### config.mk
export PLATFORM = sky130hd
export DESIGN_NAME = multicycle_ctrl_hs
export DESIGN_NICKNAME = d
export VERILOG_FILES = /design/src/rtl/multicycle_ctrl_hs.sv
export SDC_FILE = /design/constraint.sdc
export NUM_CORES = 1
export LEC_CHECK = 0
export CAP_MARGIN = 10
export CORE_ASPECT_RATIO = 1.2
export CORE_MARGIN = 4
export CORE_UTILIZATION = 48
export CTS_BUF_LIST = sky130_fd_sc_hd__clkbuf_8
export DETAILED_ROUTE_END_ITERATION = 10
export GPL_ROUTABILITY_DRIVEN = 1
export PLACE_DENSITY = 0.86
export SLEW_MARGIN = 5
export SYNTH_ARGS = -nofsm -noshare
export SYNTH_HDL_FRONTEND = slang
export SYNTH_SLANG_ARGS = --single-unit
export TNS_END_PERCENT = 1
### constraint.sdc
create_clock -name clk -period 9.5 [get_ports clk]
set_clock_uncertainty 0.1 [all_clocks]
set_input_delay 2.85 -clock clk [delete_from_list [all_inputs] [get_ports clk]]
set_output_delay 2.85 -clock clk [all_outputs]
set_load 0.02 [all_outputs]
### src/rtl/multicycle_ctrl_hs.sv
// Multicycle controller FSM for the accumulator CPU with a memory ready handshake,
// a wait-state timeout that traps into an error state, and a HALT opcode.
module multicycle_ctrl_hs #(
   parameter int ACC_SEL_W = 2,
   parameter int ALU_OP_W  = 2,
   parameter int TIMEOUT   = 16,
   parameter int TO_W      = 8
) (
   input  logic                 clk,
   input  logic                 rst,
   input  logic                 start,
   input  logic [3:0]           ir,
   input  logic [4:0]           di,
   input  logic [2:0]           czn,
   input  logic                 mem_ready,
   output logic                 done,
   output logic                 busy,
   output logic                 err,
   output logic                 mem_req,
   output logic                 pc_inc,
   output logic                 pc_or_tr,
   output logic                 reg_or_mem,
   output logic                 reg_b_or0,
   output logic                 reg_a_or0,
   output logic                 pc_ld,
   output logic                 di_ld,
   output logic                 acc_we,
   output logic                 mem_we,
   output logic                 ir_we,
   output logic                 tr_we,
   output logic                 b_we,
   output logic                 a_we,
   output logic                 alu_res_we,
   output logic                 ld_czn,
   output logic [ALU_OP_W-1:0]  alu_op,
   output logic [ACC_SEL_W-1:0] acc_sel,
   output logic [3:0]           state_o
);

   localparam logic [3:0] S_IDLE    = 4'd0;
   localparam logic [3:0] S_ARM     = 4'd1;
   localparam logic [3:0] S_FETCH   = 4'd2;
   localparam logic [3:0] S_DECODE  = 4'd3;
   localparam logic [3:0] S_FETCH2  = 4'd4;
   localparam logic [3:0] S_LDOPS16 = 4'd5;
   localparam logic [3:0] S_CALC16  = 4'd6;
   localparam logic [3:0] S_WB16    = 4'd7;
   localparam logic [3:0] S_LDACC   = 4'd8;
   localparam logic [3:0] S_CALC    = 4'd9;
   localparam logic [3:0] S_WBACC   = 4'd10;
   localparam logic [3:0] S_JUMP    = 4'd11;
   localparam logic [3:0] S_ERROR   = 4'd12;

   localparam logic [ALU_OP_W-1:0]  ALU_SUB = ALU_OP_W'(1);
   localparam logic [ALU_OP_W-1:0]  ALU_AND = ALU_OP_W'(2);
   localparam logic [ACC_SEL_W-1:0] SEL_DST = ACC_SEL_W'(1);
   localparam logic [ACC_SEL_W-1:0] SEL_SRC = ACC_SEL_W'(2);
   localparam logic [TO_W-1:0]      TO_LIM  = TO_W'(TIMEOUT);
   localparam bit                   TO_EN   = (TIMEOUT != 0);

   logic [3:0]      state;
   logic [3:0]      state_nx;
   logic [TO_W-1:0] wait_cnt;
   logic            is_sta;
   logic            waiting;
   logic            timeout;
   logic            jump_take;
   logic            unused_di;

   // Only di[2:1] (jump condition) steers the controller; other DI bits belong to the datapath.
   assign unused_di = ^{di[4:3], di[0]};

   assign is_sta  = (ir[3:1] == 3'b001);
   assign waiting = (state == S_FETCH) || (state == S_FETCH2) || ((state == S_WB16) && is_sta);
   assign timeout = TO_EN && waiting && (wait_cnt == TO_LIM);

   always_comb begin
      jump_take = 1'b0;
      case (di[2:1])
         2'b00:   jump_take = 1'b1;
         2'b01:   jump_take = czn[2];
         2'b10:   jump_take = czn[1];
         default: jump_take = czn[0];
      endcase
   end

   // NOTE: every output and the next state get a default before the case so no path infers a latch.
   always_comb begin
      state_nx   = state;
      done       = 1'b0;
      err        = 1'b0;
      mem_req    = 1'b0;
      pc_inc     = 1'b0;
      pc_or_tr   = 1'b0;
      reg_or_mem = 1'b0;
      reg_b_or0  = 1'b0;
      reg_a_or0  = 1'b0;
      pc_ld      = 1'b0;
      di_ld      = 1'b0;
      acc_we     = 1'b0;
      mem_we     = 1'b0;
      ir_we      = 1'b0;
      tr_we      = 1'b0;
      b_we       = 1'b0;
      a_we       = 1'b0;
      alu_res_we = 1'b0;
      ld_czn     = 1'b0;
      alu_op     = '0;
      acc_sel    = '0;

      case (state)
         S_IDLE: begin
            done = 1'b1;
            if (start) state_nx = S_ARM;
         end
         S_ARM: begin
            if (!start) state_nx = S_FETCH;
         end
         S_FETCH: begin
            if (timeout) begin
               state_nx = S_ERROR;
            end else begin
               mem_req  = 1'b1;
               pc_or_tr = 1'b1;
               if (mem_ready) begin
                  ir_we    = 1'b1;
                  pc_inc   = 1'b1;
                  state_nx = S_DECODE;
               end
            end
         end
         S_DECODE: begin
            if (!ir[3] || (ir[3:1] == 3'b110)) begin
               state_nx = S_FETCH2;
            end else if (ir == 4'b1110) begin
               di_ld    = 1'b1;
               state_nx = S_FETCH;
            end else if (ir == 4'b1111) begin
               state_nx = S_IDLE;
            end else begin
               acc_sel    = SEL_DST;
               reg_or_mem = 1'b1;
               b_we       = 1'b1;
               state_nx   = S_LDACC;
            end
         end
         S_FETCH2: begin
            if (timeout) begin
               state_nx = S_ERROR;
            end else begin
               mem_req  = 1'b1;
               pc_or_tr = 1'b1;
               if (mem_ready) begin
                  tr_we    = 1'b1;
                  pc_inc   = 1'b1;
                  state_nx = (ir[3:1] == 3'b110) ? S_JUMP : S_LDOPS16;
               end
            end
         end
         S_LDOPS16: begin
            a_we     = 1'b1;
            b_we     = 1'b1;
            acc_sel  = SEL_DST;
            state_nx = S_CALC16;
         end
         S_CALC16: begin
            alu_res_we = 1'b1;
            case (ir[3:1])
               3'b000: begin
                  ld_czn    = 1'b1;
                  reg_a_or0 = 1'b1;
               end
               3'b001: reg_b_or0 = 1'b1;
               3'b010: ld_czn    = 1'b1;
               3'b011: begin
                  ld_czn = 1'b1;
                  alu_op = ALU_SUB;
               end
               default: ;
            endcase
            state_nx = S_WB16;
         end
         S_WB16: begin
            if (!is_sta) begin
               acc_we   = 1'b1;
               state_nx = S_FETCH;
            end else if (timeout) begin
               state_nx = S_ERROR;
            end else begin
               mem_req = 1'b1;
               if (mem_ready) begin
                  mem_we   = 1'b1;
                  state_nx = S_FETCH;
               end
            end
         end
         S_LDACC: begin
            acc_sel  = SEL_SRC;
            a_we     = 1'b1;
            state_nx = S_CALC;
         end
         S_CALC: begin
            alu_res_we = 1'b1;
            case (ir[1:0])
               2'b00: reg_b_or0 = 1'b1;
               2'b01: ld_czn    = 1'b1;
               2'b10: begin
                  ld_czn = 1'b1;
                  alu_op = ALU_SUB;
               end
               default: begin
                  ld_czn = 1'b1;
                  alu_op = ALU_AND;
               end
            endcase
            state_nx = S_WBACC;
         end
         S_WBACC: begin
            acc_sel  = SEL_DST;
            acc_we   = 1'b1;
            state_nx = S_FETCH;
         end
         S_JUMP: begin
            pc_ld    = jump_take;
            state_nx = S_FETCH;
         end
         S_ERROR: begin
            err = 1'b1;
            if (start) state_nx = S_ARM;
         end
         default: state_nx = S_IDLE;
      endcase
   end

   assign busy    = (state >= S_FETCH) && (state <= S_JUMP);
   assign state_o = state;

   // NOTE: sequential state uses non-blocking assignments so every register samples pre-edge values.
   always_ff @(posedge clk or posedge rst) begin
      if (rst) begin
         state    <= S_IDLE;
         wait_cnt <= '0;
      end else begin
         state <= state_nx;
         // The counter only runs across consecutive not-ready cycles in one waiting state.
         if ((state_nx != state) || mem_ready || !waiting) begin
            wait_cnt <= '0;
         end else if (wait_cnt != '1) begin
            wait_cnt <= wait_cnt + 1'b1;
         end
      end
   end

endmodule

# == Yosys cells after proc, flatten, opt, wreduce, memory -nomap -nowiden ==
# Index checks and enable logic that the tools add are counted.
# word_totals
reg_bits,12
in_bits,16
output_inout_bits,27
word_cells,111
# op_classes
n_addsub,1
order_cmp,2
eq_ne,25
n_mux,58
reduce_logical,23
# op_table
operator,n
two-way mux 4 bit,13
one-hot mux 4 bit (11 select lines),1
two-way mux 1 bit,33
== test 4 bit (second input constant),7
== test 4 x 3 -> 1 bit (second input constant),4
two-way mux 8 bit,2
OR reduction 2 bit,7
one-hot mux 1 bit (2 select lines),5
adder 8 x 1 -> 8 bit (second input constant),1
== test 4 x 2 -> 1 bit (second input constant),2
== test 8 x 5 -> 1 bit (second input constant),1
inequality test 8 bit (second input constant),1
one-hot mux 2 bit (2 select lines),2
== test 3 x 2 -> 1 bit (second input constant),2
one-hot mux 2 bit (3 select lines),1
logical OR 1 bit,5
== test 2 x 1 -> 1 bit (second input constant),2
== test 2 bit (second input constant),2
== test 4 x 1 -> 1 bit (second input constant),1
>= comparator 4 x 2 -> 1 bit (second input constant),1
<= comparator 4 bit (second input constant),1
logical NOT 2 bit,2
logical NOT 4 bit,1
inequality test 4 bit,1
other kinds (8),11

# == Depth between registers and ports, before layout ==
# depth
depth_word,11
mapped_depth,8
ltp_nobuf,7

# == Worst setup path before layout ==
# OpenSTA, ideal clock, no wires.
# synth_path
path_type,input to output
start,in di[1]
end,out pc_ld
arrival_ns,4.090
required_time_ns,6.550
path_slack_ns,2.460
cell_stages,2
path_buffers,0
path_cell_list,mux2i_1 > a2111oi_0
# synth_via
elab_chain_cells,3
word_cells_on_any_way,5
cone_classes,eq/ne (2); mux (2); reduce/logical (1)
# synth_rtl
item,line,source
"start, declared",13,"input logic [4:0] di,"
== test 2 bit (tied with other cells),79,case (di[2:1])
one-hot mux 1 bit (3 select lines) (*),79,
two-way mux 1 bit (*),111,case (state)
"end, declared",25,"output logic pc_ld,"
# Mark *: on every way between the ends. The rest lies on a longest branch, timed or not.

# == Worst setup path after layout ==
# layout_path
start,in ir[1]
end,out ir_we
# layout_via
elab_chain_cells,6
# layout_rtl
item,line,source
"start, declared",12,"input logic [3:0] ir,"
== test 3 x 1 -> 1 bit,73,assign is_sta = (ir[3:1] == 3'b001);
logical AND 1 bit,74,assign waiting = (state == S_FETCH) || (state == S_FETCH2) || ((state == S_WB16) && is_sta);
logical OR 1 bit,74,
logical AND 1 bit,75,assign timeout = TO_EN && waiting && (wait_cnt == TO_LIM);
two-way mux 1 bit,--,
two-way mux 1 bit,111,
"end, declared",29,"output logic ir_we,"
# No other way between the ends.

==> flow_summary.json <==
{
  "ys.flop_type": "dfrtp_1",
  "cts_sinks": 12,
  "yosysUniqueCellTypes": 49,
  "grt_max_degree": 19,
  "finalSetupViolCount": 0,
  "place.gp.congestion": 0.895,
  "clk_latency_ns": 0.25,
  "syn_inst": 150,
  "grt_overflow_total": 0,
  "antennaDiodeCount": 0,
  "max-cap-violations": 0,
  "timing.critical_path.buf_inv": 2,
  "finalHoldViolCount": 0,
  "ys.warnings.count": 0,
  "synth-edff-count": 0,
  "ir_drop_v": 0.000203,
  "initial_core_util_pct": 52.1,
  "cts_buffers": 3,
  "clk_path_buf_depth": 2,
  "placementRows": 18,
  "syn_area_mm2": 0.00110,
  "track_usage_pct": 23.2,
  "ys_top_cells_by_area": "dfrtp_1 (27%), nor3_1 (6.8%), nor2_1 (6.5%), a21oi_1 (4.1%), nand2_1 (4.1%)",
  "slowest_stage": "clkdlybuf4s50_1",
  "reg2reg_slack_ns": 7.29,
  "seq_area_frac_synth_pct": 27.2,
  "critical_path_depth": 7,
  "slowest_delay_ns": 0.56,
  "io_pins": 43,
  "post-place-ws_ns": 1.31,
  "dpl_cell_area_mm2": 0.00149,
  "syn_to_final_growth_pct": 40.3,
  "die_area_mm2": 0.00313,
  "crit_required_ns": 6.55,
  "synth.avg_cell_area_um2": 7.35,
  "grt_pass1_vias": 1263,
  "vias": 1243,
  "crit_family": "buffers and inverters",
  "power_density_mw_per_mm2": 260,
  "cpMostUsedCell": "clkdlybuf4s50_1",
  "via_per_inst": 5.78,
  "clk_pin_slew_ns": 0.05,
  "drt_first_iter_violations": 30,
  "synth_top_area_cell": "dfrtp_1",
  "postCtsResizedCells": 0,
  "post-cts-setup-buffers": 0,
  "cts-root-buf": "clkbuf_8",
  "fin_tns_setup_ns": 0,
  "fin_area_mm2": 0.00155,
  "die_w_um": 51.7,
  "crit_start": "ir[1]",
  "finalCritPeriodShare_pct": 86.2,
  "final_layout_size_suffix_gt1_share_pct": 5.95,
  "hold_depth": 2,
  "wire_per_inst_um": 14.7,
  "grt_pass1_wl_um": 5540,
  "dpl.hpwl_um": 2510,
  "async_reset_ff_share_pct": 100,
  "cp-end-kind": "output pin",
  "cts_hold_buf": 0,
  "wl_um": 3170,
  "syn_nets": 168,
  "cts_tree": "yes",
  "path_max_fanout": 5,
  "status": "finished, final reports clean",
  "hp-start": "wait_cnt[7]",
  "relSlewSlack_pct": 46.2,
  "final_core_util_pct": 73.0,
  "fin_crit_ns": 8.19,
  "fin_nets": 204,
  "total_power_mw": 0.402,
  "r2r-start": "wait_cnt[0]",
  "p_leak_nw": 0.602,
  "synth_top_area_share_pct": 27.2,
  "stdcell_count": 215,
  "worst-r2r-cell-count": 6,
  "yosys-top-cells-count": "nor2_1 (19), nor3_1 (15), dfrtp_1 (12), nand2_1 (12)",
  "first_pass_iters": 4,
  "port_buffers": 39,
  "drc": 0,
  "fin_ws_ns": 1.31,
  "start_kind": "primary input",
  "core_area_mm2": 0.00212,
  "detail-route-antenna-nets": 0,
  "min_path_type": "reg2reg",
  "rsz0062_at_grt": "false",
  "tightestPinTransition_ns": 0.800,
  "worstPathCellList": "clkdlybuf4s50_1 -> or3b_4 -> or3_4 -> a21bo_2 -> nand2_1 -> nor4_1 -> clkdlybuf4s50_1",
  "crit_type": "in2out",
  "antenna_found_initial": 0,
  "htree_levels": 1,
  "synth.most_common_cell": "nor2_1",
  "fmax_ghz": 0.122,
  "slew_violations": 0,
  "dp.cells": 211,
  "yosys_register_bits": 12,
  "arrival_ns": 5.24,
  "dieHeight_um": 60.5,
  "hold_ws_ns": 0.512
}
-- state kept, by name, summed over array words and instances (netlist names) --
signal / flops
wait_cnt: 8
state_o: 4
-- routing by layer --
layer,track usage [%],up-vias,share of wire (%)
li1,-,614,-
met1,25.5,576,41
met2,42.4,44,51
met3,3.19,9,5.6
met4,13.5,0,3.0
met5,0,-,0
-- kinds of logic (layout without fill, tap and decap cells) --
| group | count (synthesis) | in the layout | synth area share, % |
|---|---|---|---|
| XOR/XNOR | 3 | 3 | 2.38 |
| buffers and inverters | 17 | 52 | 6.58 |
| multiplexers | 3 | 3 | 2.72 |
| flip-flops | 12 | 12 | 27.2 |
| AND/OR/NAND/NOR | 74 | 74 | 34.5 |
| adder cells (fa/ha/maj) | 2 | 2 | 2.27 |
| AO/OA/AOI/OAI | 39 | 39 | 24.3 |
-- final cells by class --
| cell class | instances | area, um2 |
|---|---|---|
| multi-input cells | 121 | 729 |
| fillers | 197 | 571 |
| well taps | 30 | 37.5 |
| flip-flops and latches | 12 | 300 |
| clock buffers | 4 | 55.1 |
| repair buffers | 39 | 390 |
| inverters | 9 | 33.8 |
-- tightest hold or removal path, stage by stage (launching register included) --
cell	delay [ns]
dfrtp_1	0.40
mux2i_1	0.09
nor2_1	0.08
-- power by group --
part	leakage, nW	internal [mW]	switching (mW)
sequential	0.160	0.0611	0.0316
combinational	0.413	0.117	0.135
clock	0.0288	0.0368	0.0205
-- path summary, 6_finish.rpt --
path | endpoint
hold / removal | wait_cnt[7]
min in group asynchronous | state_o[2]
hold reg to reg | wait_cnt[7]
setup / recovery | ir_we
setup reg to reg | state_o[1]
max in group asynchronous | wait_cnt[1]
-- placed cells by master (no fill, tap or decap), types with 2 or more instances in the layout --
cell type / netlist / final
a21boi_1: 2 / 2
a21oi_1: 9 / 9
a31oi_1: 3 / 3
clkbuf_8: 0 / 4
clkdlybuf4s50_1: 0 / 39
dfrtp_1: 12 / 12
ha_1: 2 / 2
inv_1: 9 / 9
mux2i_1: 3 / 3
nand2_1: 12 / 12
nand2b_1: 5 / 5
nand3_1: 6 / 6
nor2_1: 19 / 19
nor3_1: 15 / 15
nor4_1: 3 / 3
o21ai_0: 6 / 6
o22ai_1: 2 / 2
or2_2: 2 / 2
or3_1: 2 / 2
xnor2_1: 2 / 2
Power figures use the tool's default switching activity.
